$ cat src/rtl/rv32m_pkg.sv
// Shared definitions for the RV32M divide/remainder unit.
//   - funct3[1:0] operation encodings
//   - controller state encoding
//   - the two special result constants used for divide-by-zero and
//     signed overflow
package rv32m_pkg;

    typedef enum logic [1:0] {
        OP_DIV  = 2'b00,
        OP_DIVU = 2'b01,
        OP_REM  = 2'b10,
        OP_REMU = 2'b11
    } op_e;

    typedef enum logic [1:0] {
        IDLE = 2'b00,
        RUN  = 2'b01,
        DONE = 2'b10
    } state_e;

    localparam logic [31:0] INT_MIN  = 32'h8000_0000;
    localparam logic [31:0] ALL_ONES = 32'hFFFF_FFFF;

    // Bit 0 of funct3 clear means the signed variant (DIV/REM).
    function automatic logic is_signed_op(input logic [1:0] op);
        return ~op[0];
    endfunction

    // Bit 1 of funct3 set selects the remainder rather than the quotient.
    function automatic logic is_rem_op(input logic [1:0] op);
        return op[1];
    endfunction

endpackage

$ cat src/rtl/div_core_unsigned.sv
// Iterative restoring unsigned divider, one quotient bit per step.
// Ports:
//   clk, reset   clock and synchronous active-high reset
//   load_i       capture dividend/divisor, clear remainder and counter
//   step_i       perform one shift/trial-subtract iteration
//   dividend_i   unsigned dividend (magnitude)
//   divisor_i    unsigned divisor (magnitude), must be non-zero
//   quo_o        quotient register (final after WIDTH steps)
//   rem_o        partial/final remainder register
//   last_o       high while the counter sits on the final iteration
module div_core_unsigned #(
    parameter int WIDTH = 32
) (
    input  logic             clk,
    input  logic             reset,
    input  logic             load_i,
    input  logic             step_i,
    input  logic [WIDTH-1:0] dividend_i,
    input  logic [WIDTH-1:0] divisor_i,
    output logic [WIDTH-1:0] quo_o,
    output logic [WIDTH-1:0] rem_o,
    output logic             last_o
);

    localparam int CNT_W = $clog2(WIDTH);

    logic [WIDTH-1:0] quo_q, quo_d;
    logic [WIDTH-1:0] rem_q, rem_d;
    logic [WIDTH-1:0] dvs_q, dvs_d;
    logic [CNT_W-1:0] cnt_q, cnt_d;

    logic [WIDTH:0] rem_shift;
    logic [WIDTH:0] diff;

    // The remainder is always below the divisor, so the shifted value is
    // below twice the divisor and fits in WIDTH+1 bits.
    assign rem_shift = {rem_q, quo_q[WIDTH-1]};
    assign diff      = rem_shift - {1'b0, dvs_q};

    always_comb begin
        quo_d = quo_q;
        rem_d = rem_q;
        dvs_d = dvs_q;
        cnt_d = cnt_q;
        if (load_i) begin
            quo_d = dividend_i;
            rem_d = '0;
            dvs_d = divisor_i;
            cnt_d = '0;
        end else if (step_i) begin
            if (!diff[WIDTH]) begin
                rem_d = diff[WIDTH-1:0];
                quo_d = {quo_q[WIDTH-2:0], 1'b1};
            end else begin
                rem_d = rem_shift[WIDTH-1:0];
                quo_d = {quo_q[WIDTH-2:0], 1'b0};
            end
            cnt_d = cnt_q + 1'b1;
        end
    end

    always_ff @(posedge clk) begin
        if (reset) begin
            quo_q <= '0;
            rem_q <= '0;
            dvs_q <= '0;
            cnt_q <= '0;
        end else begin
            quo_q <= quo_d;
            rem_q <= rem_d;
            dvs_q <= dvs_d;
            cnt_q <= cnt_d;
        end
    end

    assign quo_o  = quo_q;
    assign rem_o  = rem_q;
    assign last_o = (cnt_q == CNT_W'(WIDTH - 1));

endmodule

$ cat src/rtl/div_unit.sv
// RV32M DIV/DIVU/REM/REMU unit feeding the register-file write port.
// States:
//   state | meaning
//   IDLE  | waiting for start; operands captured on the accepting edge
//   RUN   | one restoring iteration per cycle in div_core_unsigned
//   DONE  | result presented for one cycle, write issued unless rd==x0
// Ports:
//   clk, reset          clock and synchronous active-high reset
//   start, op           request and funct3[1:0] operation select
//   dividend, divisor   rs1 / rs2 values, sampled on the accepting edge
//   rd                  destination register
//   busy, done          stall indication and one-cycle completion pulse
//   rg_wrt_en/addr/data register-file write port
module div_unit
    import rv32m_pkg::*;
#(
    parameter int WIDTH  = 32,
    parameter int ADDR_W = 5
) (
    input  logic              clk,
    input  logic              reset,
    input  logic              start,
    input  logic [1:0]        op,
    input  logic [WIDTH-1:0]  dividend,
    input  logic [WIDTH-1:0]  divisor,
    input  logic [ADDR_W-1:0] rd,
    output logic              busy,
    output logic              done,
    output logic              rg_wrt_en,
    output logic [ADDR_W-1:0] rg_wrt_addr,
    output logic [WIDTH-1:0]  rg_wrt_data
);

    state_e state_q, state_d;

    logic [ADDR_W-1:0] rd_q;
    logic              rem_sel_q;
    logic              neg_quo_q;
    logic              neg_rem_q;
    logic              special_q;
    logic [WIDTH-1:0]  special_res_q;
    logic [ADDR_W-1:0] addr_q;
    logic [WIDTH-1:0]  data_q;

    logic             signed_op;
    logic             a_neg, b_neg;
    logic [WIDTH-1:0] a_mag, b_mag;
    logic             div_zero, overflow, special;
    logic [WIDTH-1:0] special_res;
    logic             accept;
    logic             core_load, core_step, core_last;
    logic [WIDTH-1:0] core_quo, core_rem;
    logic [WIDTH-1:0] quo_fix, rem_fix, result;

    assign signed_op = is_signed_op(op);
    assign a_neg     = signed_op & dividend[WIDTH-1];
    assign b_neg     = signed_op & divisor[WIDTH-1];
    assign a_mag     = a_neg ? (WIDTH'(0) - dividend) : dividend;
    assign b_mag     = b_neg ? (WIDTH'(0) - divisor)  : divisor;

    assign div_zero  = (divisor == '0);
    assign overflow  = signed_op && (dividend == INT_MIN) && (divisor == ALL_ONES);
    assign special   = div_zero || overflow;

    always_comb begin
        special_res = '0;
        if (div_zero) begin
            special_res = is_rem_op(op) ? dividend : ALL_ONES;
        end else if (!is_rem_op(op)) begin
            special_res = INT_MIN;
        end
    end

    assign accept    = (state_q == IDLE) && start;
    assign core_load = accept && !special;
    assign core_step = (state_q == RUN);

    div_core_unsigned #(.WIDTH(WIDTH)) u_core (
        .clk        (clk),
        .reset      (reset),
        .load_i     (core_load),
        .step_i     (core_step),
        .dividend_i (a_mag),
        .divisor_i  (b_mag),
        .quo_o      (core_quo),
        .rem_o      (core_rem),
        .last_o     (core_last)
    );

    always_comb begin
        state_d = state_q;
        unique case (state_q)
            IDLE:    if (start) state_d = special ? DONE : RUN;
            RUN:     if (core_last) state_d = DONE;
            DONE:    state_d = IDLE;
            default: state_d = IDLE;
        endcase
    end

    always_ff @(posedge clk) begin
        if (reset) begin
            state_q       <= IDLE;
            rd_q          <= '0;
            rem_sel_q     <= 1'b0;
            neg_quo_q     <= 1'b0;
            neg_rem_q     <= 1'b0;
            special_q     <= 1'b0;
            special_res_q <= '0;
            addr_q        <= '0;
            data_q        <= '0;
        end else begin
            state_q <= state_d;
            if (accept) begin
                rd_q          <= rd;
                rem_sel_q     <= is_rem_op(op);
                neg_quo_q     <= a_neg ^ b_neg;
                neg_rem_q     <= a_neg;
                special_q     <= special;
                special_res_q <= special_res;
            end
            // Hold the last presented write so the port stays quiet between results.
            if (state_q == DONE) begin
                addr_q <= rd_q;
                data_q <= result;
            end
        end
    end

    assign quo_fix = neg_quo_q ? (WIDTH'(0) - core_quo) : core_quo;
    assign rem_fix = neg_rem_q ? (WIDTH'(0) - core_rem) : core_rem;
    assign result  = special_q ? special_res_q : (rem_sel_q ? rem_fix : quo_fix);

    assign busy        = (state_q != IDLE);
    assign done        = (state_q == DONE);
    assign rg_wrt_en   = done && (rd_q != '0);
    assign rg_wrt_addr = done ? rd_q   : addr_q;
    assign rg_wrt_data = done ? result : data_q;

endmodule

$ cat config.mk
export PLATFORM = sky130hd
export DESIGN_NAME = div_unit
export DESIGN_NICKNAME = d
export VERILOG_FILES = /design/src/rtl/rv32m_pkg.sv /design/src/rtl/div_core_unsigned.sv /design/src/rtl/div_unit.sv
export SDC_FILE = /design/constraint.sdc
export NUM_CORES = 1
export LEC_CHECK = 0
export ABC_AREA = 1
export BUFFER_PORTS_ARGS = -buffer_cell sky130_fd_sc_hd__buf_2
export CORE_MARGIN = 2
export CORE_UTILIZATION = 45
export CTS_CLUSTER_SIZE = 16
export DETAILED_ROUTE_END_ITERATION = 16
export PLACE_DENSITY = 0.63
export RECOVER_POWER = 50
export SLEW_MARGIN = 20
export SYNTH_ARGS = -nofsm -noshare
export SYNTH_HDL_FRONTEND = slang
export SYNTH_HIERARCHICAL = 1
export SYNTH_SLANG_ARGS = --single-unit
$ cat constraint.sdc
create_clock -name clk -period 2.6 [get_ports clk]
set_input_delay 0.52 -clock clk [delete_from_list [all_inputs] [get_ports clk]]
set_output_delay 0.52 -clock clk [all_outputs]
set_load 0.01 [all_outputs]
==> results of run 1 <==
## cell usage after synthesis, types with 4 or more instances
cell type and count:
clkinv_1 5, nand2_4 5, nor2_2 8, clkbuf_1 64
o21ai_1 6, nand3b_1 8, nor4_1 5, nand2_2 8
buf_6 5, inv_2 5, dfxtp_1 181, o31ai_1 5
o211ai_1 16, xor2_1 57, a21oi_1 148, nand2_1 756
or2_2 6, and2_1 7, nand4_1 41, o221ai_1 5
buf_2 15, a21oi_2 34, ha_1 39, nor3_1 24
nor2_1 268, nand3_1 207, inv_1 398, xnor2_1 14
o211ai_2 30, o21ai_0 124, buf_1 4, a22oi_1 6
## final timing paths
path	from	endpoint	slack, ns	cells after the start
min reg2reg	u_core/dvs_q[2]$_SDFFE_PP0P_	u_core/dvs_q[2]$_SDFFE_PP0P_	0.47	2
max reg2reg	u_core/quo_o[1]$_SDFFE_PP0P_	data_q[4]$_SDFF_PP0_	-0.05	19
max	u_core/rem_o[6]$_SDFFE_PP0P_	rg_wrt_data[13]	-0.15	11
min	rd[1]	rd_q[1]$_SDFFE_PP0P_	0.29	3
## critical path, cell delays in order (launching register included)
cell	delay [ns]
dfxtp_4	0.36
nor2_2	0.17
nand2_2	0.09
nor2_4	0.21
nand2_1	0.17
nand2_4	0.14
o211ai_1	0.11
nand3_2	0.08
nand3_2	0.13
nand2_2	0.12
nand2_1	0.05
buf_2	0.13
## power by group
| part | total [mW] | leakage, nW | internal [mW] | switching (mW) |
|---|---|---|---|---|
| logic | 2.45 | 7.71 | 0.813 | 1.64 |
| clock network | 2.54 | 0.271 | 1.33 | 1.22 |
| registers | 3.01 | 1.49 | 2.90 | 0.112 |
| total | 8.00 | 9.47 | 5.04 | 2.97 |
## per-layer routing
layer | GRT usage, % | share of wire (%)
met1 | 43.5 | 48
met2 | 45.6 | 44
met3 | 3.97 | 6.3
met4 | 7.02 | 1.5
met5 | 0 | 0
## cell usage in the layout, fill, tap and decap left out, types with 13 or more instances in the layout
| cell type | n |
|---|---|
| nand2_1 | 714 |
| inv_1 | 379 |
| nor2_1 | 239 |
| nand3_1 | 170 |
| dfxtp_1 | 152 |
| a21oi_1 | 142 |
| buf_4 | 113 |
| buf_2 | 108 |
| o21ai_0 | 106 |
| xor2_1 | 57 |
| nand2_2 | 41 |
| nand4_1 | 41 |
| a21oi_2 | 40 |
| ha_1 | 36 |
| nand3_2 | 34 |
| o211ai_2 | 30 |
| dfxtp_2 | 25 |
| nor3_1 | 24 |
| inv_2 | 21 |
| nor2_4 | 21 |
| clkbuf_16 | 19 |
| nor2_2 | 18 |
| o211ai_1 | 16 |
| nand2_4 | 14 |
| o21ai_1 | 14 |
| xnor2_1 | 14 |
| buf_6 | 13 |
## timing repair
action                     in CTS  in global routing
gates cloned                    3                  2
setup endpoints to repair      30                 70
hold endpoints to repair        0                  0
pin swaps                      35                 57
setup buffers                  25                 16
gates resized for setup       130                132
## flip-flops by register name, indices dropped and copies added, names as in the netlist, 2 cells and up
| register | count |
|---|---|
| state_q | 2 |
| data_q | 32 |
| u_core/quo_o | 32 |
| special_res_q | 32 |
| u_core/rem_o | 32 |
| addr_q | 5 |
| u_core/cnt_q | 5 |
| rd_q | 5 |
| u_core/dvs_q | 32 |
## through the flow
stage / hold WS [ns] / worst slack [ns] / TNS, ns
finish: 0.286 / -0.148 / -2.16
global route: 0.282 / -0.237 / -5.93
CTS: 0.271 / -0.144 / -2.02
detailed placement: 0.458 / -0.0711 / -2.06
global placement: 0.450 / -0.0428 / -0.245
floorplan: 0.433 / 0.00384 / 0
## area by class of cell
type / instances / area, µm²
Clock buffer: 18 / 429
Fill cell: 3363 / 14400
Timing Repair Buffer: 249 / 1810
Sequential cell: 181 / 3670
Multi-Input combinational cell: 1856 / 9960
Tap cell: 442 / 553
Inverter: 408 / 1540
Clock inverter: 14 / 126
## cell families (layout without fill, tap and decap cells)
group,Yosys count,after routing,synth area share (%)
XOR/XNOR,71,71,4.18
AO/OA/AOI/OAI,388,388,16.3
buffers and inverters,501,689,13.4
AND/OR/NAND/NOR,1355,1357,38.4
adder cells (fa/ha/maj),40,40,3.41
flip-flops,181,181,24.3
==> flow_summary.html, run 1 <==
<table>
<tr><th>Metric</th><th>Value</th></tr>
<tr><th colspan="2">STA</th></tr>
<tr><td>RSZ-0062 raised after global routing</td><td>true</td></tr>
<tr><td>Layout Skew</td><td>0.0146 ns</td></tr>
<tr><td>Max-slew headroom</td><td>17.1%</td></tr>
<tr><td>Number of pins with negative max-slew slack in the final report</td><td>0</td></tr>
<tr><td>Worst setup slack after layout</td><td>-0.148 ns</td></tr>
<tr><td>Final clock period utilization by the worst path</td><td>106%</td></tr>
<tr><td>Pin slew with the least headroom to its limit</td><td>1.24 ns</td></tr>
<tr><td>Final number of setup-violating endpoints</td><td>28</td></tr>
<tr><td>Min Clock Period, post-route</td><td>2.75 ns</td></tr>
<tr><td>Number of hold violations in the final report</td><td>0</td></tr>
<tr><td>FMAX</td><td>364 MHz</td></tr>
<tr><th colspan="2">CTS</th></tr>
<tr><td>Clk Tree Root Cell</td><td>clkbuf_16</td></tr>
<tr><td>Worst-path clk slew</td><td>0.07 ns</td></tr>
<tr><td>TritonCTS clock tree</td><td>built</td></tr>
<tr><td>Sinks on the clock net</td><td>181</td></tr>
<tr><td>Post-cts hold buffer count</td><td>0</td></tr>
<tr><td>Number of buffers added by the clock tree synthesis step</td><td>17</td></tr>
<tr><td>Clock Latency Late Sink</td><td>0.46 ns</td></tr>
<tr><td>Count of H-tree levels built during CTS</td><td>4</td></tr>
<tr><td>Max Root-Sink Buffers</td><td>2</td></tr>
<tr><th colspan="2">Cells and area</th></tr>
<tr><td>Non-Filler Instances</td><td>3168</td></tr>
<tr><td>Post-Route Utilization</td><td>55.6%</td></tr>
<tr><td>Layout Cell Area excl Fill</td><td>18100 µm²</td></tr>
<tr><td>NumNets Final</td><td>2827</td></tr>
<tr><td>Post-synthesis to final-layout area growth</td><td>21.5%</td></tr>
<tr><td>Share of layout cells above drive strength 1</td><td>20.8%</td></tr>
<tr><td>Count of inserted antenna diode cells</td><td>0</td></tr>
<tr><th colspan="2">Setup path</th></tr>
<tr><td>Critical setup path kind</td><td>flop to primary output</td></tr>
<tr><td>Req. time, crit path</td><td>2.08 ns</td></tr>
<tr><td>CP arrival</td><td>2.23 ns</td></tr>
<tr><td>Highest net fanout along the worst path</td><td>8</td></tr>
<tr><td>Kind of start point of the critical path</td><td>flop</td></tr>
<tr><td>Kind of end point of the critical path</td><td>primary output</td></tr>
<tr><th colspan="2">Yosys</th></tr>
<tr><td>Synthesized area per cell</td><td>5.87 µm²</td></tr>
<tr><td>Netlist area before placement</td><td>14900 µm²</td></tr>
<tr><td>Cell types with the largest area share after synthesis</td><td>dfxtp_1 (24%), nand2_1 (19%), inv_1 (10%)</td></tr>
<tr><td>EDFF count, synth</td><td>0</td></tr>
<tr><td>Post-synthesis instance total</td><td>2536</td></tr>
<tr><td>Cell variety after synth</td><td>51</td></tr>
<tr><td>Fraction of registers with async set or reset after synthesis</td><td>0%</td></tr>
<tr><td>Register area share after synthesis</td><td>24.3%</td></tr>
<tr><td>Cell accounting for the most synthesized area</td><td>dfxtp_1</td></tr>
<tr><td>Fraction of synthesized cell area taken by the top area cell type</td><td>24.3%</td></tr>
<tr><td>Seq cells post-synth</td><td>181</td></tr>
<tr><td>Post-Synthesis Net Count</td><td>2650</td></tr>
<tr><td>Post-synth top flop</td><td>dfxtp_1</td></tr>
<tr><td>Synthesis Warnings</td><td>6</td></tr>
<tr><th colspan="2">Floorplanning</th></tr>
<tr><td>Area inside the core boundary</td><td>32500 µm²</td></tr>
<tr><td>Height of the chip</td><td>186 µm</td></tr>
<tr><td>Overall die area</td><td>34500 µm²</td></tr>
<tr><td>Die outline width</td><td>186 µm</td></tr>
<tr><td>Std cell rows</td><td>66</td></tr>
<tr><td>Initial core utilization</td><td>45.7%</td></tr>
<tr><td>Count of boundary I/O pins</td><td>114</td></tr>
<tr><th colspan="2">Drt</th></tr>
<tr><td>Vias/cell</td><td>5.23</td></tr>
<tr><td>DR pass1 iterations</td><td>5</td></tr>
<tr><td>Final Routed Wirelength</td><td>51700 µm</td></tr>
<tr><td>Antenna violation net count after detailed routing</td><td>0</td></tr>
<tr><td>Average wire per cell in the routed design</td><td>16.3 µm</td></tr>
<tr><td>Total vias in the final route</td><td>16568</td></tr>
<tr><td>DR iter-0 viols</td><td>1383</td></tr>
<tr><td>Total DRC errors in the routed layout</td><td>0</td></tr>
<tr><th colspan="2">Placed design</th></tr>
<tr><td>Gp weighted congestion</td><td>0.960</td></tr>
<tr><td>DP HPWL</td><td>39800 µm</td></tr>
<tr><td>Number of placed instances, taps included</td><td>3092</td></tr>
<tr><td>Placed standard-cell area</td><td>16400 µm²</td></tr>
<tr><td>Count of input and output buffers</td><td>113</td></tr>
<tr><th colspan="2">Outcome</th></tr>
<tr><td>Result of the run</td><td>finished, violations left</td></tr>
<tr><td>Failing checks</td><td>setup timing</td></tr>
<tr><th colspan="2">Power and ir drop</th></tr>
<tr><td>Worst VDD drop</td><td>0.491 mV</td></tr>
<tr><td>Final Power</td><td>8.00 mW</td></tr>
<tr><td>Leakage power of the design</td><td>9.47 nW</td></tr>
<tr><td>Power density over the cells</td><td>442 nW/µm²</td></tr>
<tr><th colspan="2">Global routing</th></tr>
<tr><td>Total gr overflow</td><td>0</td></tr>
<tr><td>First-pass GRT wire length</td><td>79300 µm</td></tr>
<tr><td>Overall global routing resource usage</td><td>29.6%</td></tr>
<tr><td>Vias in the first global route</td><td>14623</td></tr>
<tr><td>Pin count of the biggest net entering global routing</td><td>70</td></tr>
<tr><td>Number of antenna violations at the first check in global routing</td><td>0</td></tr>
<tr><th colspan="2">Flow run</th></tr>
<tr><td>Maximum Capacitance Violations</td><td>0</td></tr>
<tr><th colspan="2">Min path</th></tr>
<tr><td>Hold/Removal Path Class</td><td>input port to flop</td></tr>
</table>
Note: power is estimated with default switching activity, not from simulation.
==> run 2: changes to the inputs <==
--- a/config.mk
+++ b/config.mk
@@ -8,10 +8,10 @@
 export ABC_AREA = 1
 export BUFFER_PORTS_ARGS = -buffer_cell sky130_fd_sc_hd__buf_2
 export CORE_MARGIN = 2
-export CORE_UTILIZATION = 45
+export CORE_UTILIZATION = 56
 export CTS_CLUSTER_SIZE = 16
 export DETAILED_ROUTE_END_ITERATION = 16
-export PLACE_DENSITY = 0.63
+export PLACE_DENSITY = 0.76
 export RECOVER_POWER = 50
 export SLEW_MARGIN = 20
 export SYNTH_ARGS = -nofsm -noshare
==> flow_summary.html, run 2 (same netlist as run 1, synthesis figures left out) <==
<table>
<tr><th>Metric</th><th>Value</th></tr>
<tr><th colspan="2">Outcome</th></tr>
<tr><td>Result of the run</td><td>finished, violations left</td></tr>
<tr><td>Failing checks</td><td>setup timing</td></tr>
<tr><th colspan="2">Global routing</th></tr>
<tr><td>Busiest metal layer after global routing</td><td>met2</td></tr>
<tr><td>Total gr overflow</td><td>0 (unchanged)</td></tr>
<tr><td>Met1 Track Usage GR</td><td>51.1% (+7.5 points)</td></tr>
<tr><td>Overall global routing resource usage</td><td>35.4% (+5.8 points)</td></tr>
<tr><td>Pin count of the biggest net entering global routing</td><td>62 (-11%)</td></tr>
<tr><td>GRT met2 Usage</td><td>54.3% (+8.7 points)</td></tr>
<tr><td>GRT met3 Usage</td><td>6.58% (+2.6 points)</td></tr>
<tr><td>First-pass GRT wire length</td><td>79600 µm (+0.40%)</td></tr>
<tr><td>Number of antenna violations at the first check in global routing</td><td>0 (unchanged)</td></tr>
<tr><td>Vias in the first global route</td><td>15322 (+4.8%)</td></tr>
<tr><th colspan="2">Placed design</th></tr>
<tr><td>Gp weighted congestion</td><td>1.00 (+4.1%)</td></tr>
<tr><td>DP HPWL</td><td>39200 µm (-1.7%)</td></tr>
<tr><td>Count of input and output buffers</td><td>113 (unchanged)</td></tr>
<tr><th colspan="2">Setup path</th></tr>
<tr><td>Cell Chain, Critical Path</td><td>inv_4, ha_4, nand3_4, nand2_4, buf_4, inv_2, nor2_1, nand2_1, nand3_1, o211ai_1, o211ai_1, nand2_1, buf_6</td></tr>
<tr><td>Critical setup path kind</td><td>flop to primary output</td></tr>
<tr><td>Kind of end point of the critical path</td><td>primary output</td></tr>
<tr><td>Crit-path leading delay family</td><td>simple AND/OR/NAND/NOR gates</td></tr>
<tr><td>Highest net fanout along the worst path</td><td>5 (-3)</td></tr>
<tr><td>Count of buffer and inverter cells on the critical path</td><td>4 (+3)</td></tr>
<tr><td>Largest incremental delay on the critical path</td><td>0.38 ns (+0.02 ns)</td></tr>
<tr><td>Register-to-register setup slack</td><td>0.19 ns (+0.24 ns)</td></tr>
<tr><td>Highest-delay cell along the critical path</td><td>dfxtp_2</td></tr>
<tr><td>Kind of start point of the critical path</td><td>flop</td></tr>
<tr><td>Req. time, crit path</td><td>2.08 ns (about the same)</td></tr>
<tr><td>CP arrival</td><td>2.18 ns (-0.05 ns)</td></tr>
<tr><th colspan="2">Cells and area</th></tr>
<tr><td>Area used by sequential logic in the layout</td><td>3680 µm² (+0.31%)</td></tr>
<tr><td>Post-Route Utilization</td><td>67.5% (+12 points)</td></tr>
<tr><td>Share of layout cells above drive strength 1</td><td>19.2% (-1.6 points)</td></tr>
<tr><td>Multi-input gate area</td><td>9820 µm² (-1.4%)</td></tr>
<tr><td>Count of inserted antenna diode cells</td><td>0 (unchanged)</td></tr>
<tr><td>Top library cells by usage in the layout, fill and taps aside</td><td>nand2_1 (728), inv_1 (382), nor2_1 (231)</td></tr>
<tr><td>Most common library cell in the layout ignoring fill and taps</td><td>nand2_1</td></tr>
<tr><td>Post-synthesis to final-layout area growth</td><td>18.1%</td></tr>
<tr><td>NumNets Final</td><td>2796 (-1.1%)</td></tr>
<tr><td>Fillcell total</td><td>2422 (-28%)</td></tr>
<tr><th colspan="2">STA</th></tr>
<tr><td>Max-slew headroom</td><td>46.9% (+30 points)</td></tr>
<tr><td>FMAX</td><td>371 MHz (+1.8%)</td></tr>
<tr><td>Number of pins with negative max-slew slack in the final report</td><td>0 (unchanged)</td></tr>
<tr><td>Worst setup slack after layout</td><td>-0.0986 ns (+0.0498 ns)</td></tr>
<tr><td>Min Clock Period, post-route</td><td>2.70 ns (-0.0498 ns)</td></tr>
<tr><td>Layout Skew</td><td>0.0143 ns (-0.000325 ns)</td></tr>
<tr><td>Pin slew with the least headroom to its limit</td><td>0.797 ns (-0.446 ns)</td></tr>
<tr><td>RSZ-0062 raised after global routing</td><td>true</td></tr>
<tr><td>Final clock period utilization by the worst path</td><td>104% (-1.9 points)</td></tr>
<tr><td>Final number of setup-violating endpoints</td><td>17 (-39%)</td></tr>
<tr><td>Number of hold violations in the final report</td><td>0 (unchanged)</td></tr>
<tr><td>Final worst hold slack</td><td>0.307 ns (+0.0210 ns)</td></tr>
<tr><th colspan="2">Floorplanning</th></tr>
<tr><td>Die outline width</td><td>167 µm (-10%)</td></tr>
<tr><td>Area inside the core boundary</td><td>26100 µm² (-20%)</td></tr>
<tr><td>Count of boundary I/O pins</td><td>114 (unchanged)</td></tr>
<tr><td>Overall die area</td><td>27900 µm² (-19%)</td></tr>
<tr><td>Initial core utilization</td><td>57.1% (+11 points)</td></tr>
<tr><td>Height of the chip</td><td>167 µm (-10%)</td></tr>
<tr><td>Std cell rows</td><td>59 (-11%)</td></tr>
<tr><th colspan="2">CTS</th></tr>
<tr><td>Max Root-Sink Buffers</td><td>2 (unchanged)</td></tr>
<tr><td>Number of buffers added by the clock tree synthesis step</td><td>17 (unchanged)</td></tr>
<tr><td>Sinks on the clock net</td><td>181 (unchanged)</td></tr>
<tr><td>Clock Latency Late Sink</td><td>0.44 ns (-0.02 ns)</td></tr>
<tr><td>Worst-path clk slew</td><td>0.07 ns (about the same)</td></tr>
<tr><td>Count of H-tree levels built during CTS</td><td>4 (unchanged)</td></tr>
<tr><td>Clk Tree Root Cell</td><td>clkbuf_16</td></tr>
<tr><td>TritonCTS clock tree</td><td>built</td></tr>
<tr><th colspan="2">Drt</th></tr>
<tr><td>Average wire per cell in the routed design</td><td>16.7 µm (+2.6%)</td></tr>
<tr><td>Total DRC errors in the routed layout</td><td>0 (unchanged)</td></tr>
<tr><td>Vias/cell</td><td>5.57 (+6.5%)</td></tr>
<tr><td>Total vias in the final route</td><td>16867 (+1.8%)</td></tr>
<tr><td>DR iter-0 viols</td><td>1907 (+38%)</td></tr>
<tr><td>DR pass1 iterations</td><td>5 (unchanged)</td></tr>
<tr><td>Antenna violation net count after detailed routing</td><td>0 (unchanged)</td></tr>
<tr><td>Final Routed Wirelength</td><td>50700 µm (-1.9%)</td></tr>
<tr><th colspan="2">Power and ir drop</th></tr>
<tr><td>Leakage power of the design</td><td>9.29 nW (-1.9%)</td></tr>
<tr><td>Power density over the cells</td><td>457 nW/µm² (+3.3%)</td></tr>
<tr><td>Final Power</td><td>8.04 mW (+0.46%)</td></tr>
<tr><td>Worst VDD drop</td><td>0.509 mV (+3.5%)</td></tr>
<tr><th colspan="2">Flow run</th></tr>
<tr><td>Maximum Capacitance Violations</td><td>0 (unchanged)</td></tr>
<tr><th colspan="2">Min path</th></tr>
<tr><td>Hold/Removal Path Class</td><td>input port to flop</td></tr>
</table>
run 2: changes by cell type in the layout (fill, tap and decap cells not counted), sizes merged:
| cell | before | now |
|---|---|---|
| inv | 407 | 411 |
| clkbuf | 23 | 19 |
| buf | 244 | 217 |
| clkinv | 12 | 9 |
| clkinvlp | 2 | 1 |
| nand2 | 770 | 769 |
run 2: stage by stage:
| stage | TNS (ns) | area [µm²] | cells | setup slack [ns] |
|---|---|---|---|---|
| floorplan | 0 | 14900 | 2536 | 0.00384 |
| global placement | 0 | 16200 | 2978 | 0.0454 |
| detailed placement | -0.286 | 16200 | 2978 | -0.0533 |
| CTS | -0.332 | 17100 | 3016 | -0.0530 |
| global route | -3.78 | 17600 | 3029 | -0.188 |
| finish | -0.729 | 17600 | 3029 | -0.0986 |
run 2: area by class of cell:
class	instances	area share (%)
Timing Repair Buffer	219	8.72
Clock inverter	14	0.911
Inverter	408	8.80
Tap cell	335	2.38
Sequential cell	181	20.9
Clock buffer	17	2.42
Multi-Input combinational cell	1855	55.8
run 2: final timing paths:
check                                 from                      endpoint  cells past startpoint
max           u_core/quo_o[1]$_SDFFE_PP0P_                rg_wrt_data[6]                     13
min                                  rd[1]          rd_q[1]$_SDFFE_PP0P_                      3
max reg2reg  u_core/quo_o[31]$_SDFFE_PP0P_  u_core/rem_o[7]$_SDFFE_PP0P_                     18
min reg2reg           data_q[2]$_SDFF_PP0_          data_q[2]$_SDFF_PP0_                      2
run 2: tightest hold or removal path, cell delays in order:
cell	delay, ns
buf_2	0.08
nor2_1	0.03
nor2_1	0.08
run 2: timing repair:
action / CTS / global route
gates cloned: 1 / 1
hold buffers: 0 / 0
pin swaps: 18 / 37
setup buffers: 6 / 12
gates resized for setup: 99 / 121
endpoints found under the setup margin: 29 / 67
run 2: report_power, final:
group | leakage (nW) | switching (mW) | internal, mW
combinational | 7.51 | 1.58 | 0.777
sequential | 1.49 | 0.120 | 2.89
clock | 0.289 | 1.30 | 1.37
total | 9.29 | 3.00 | 5.03
run 2: metal layers:
| layer | routed length (µm) | vias to the layer above |
|---|---|---|
| li1 | - | 8326 |
| met5 | 0 | - |
| met4 | 1100 | 0 |
| met1 | 22700 | 7735 |
| met3 | 4760 | 67 |
| met2 | 22100 | 739 |
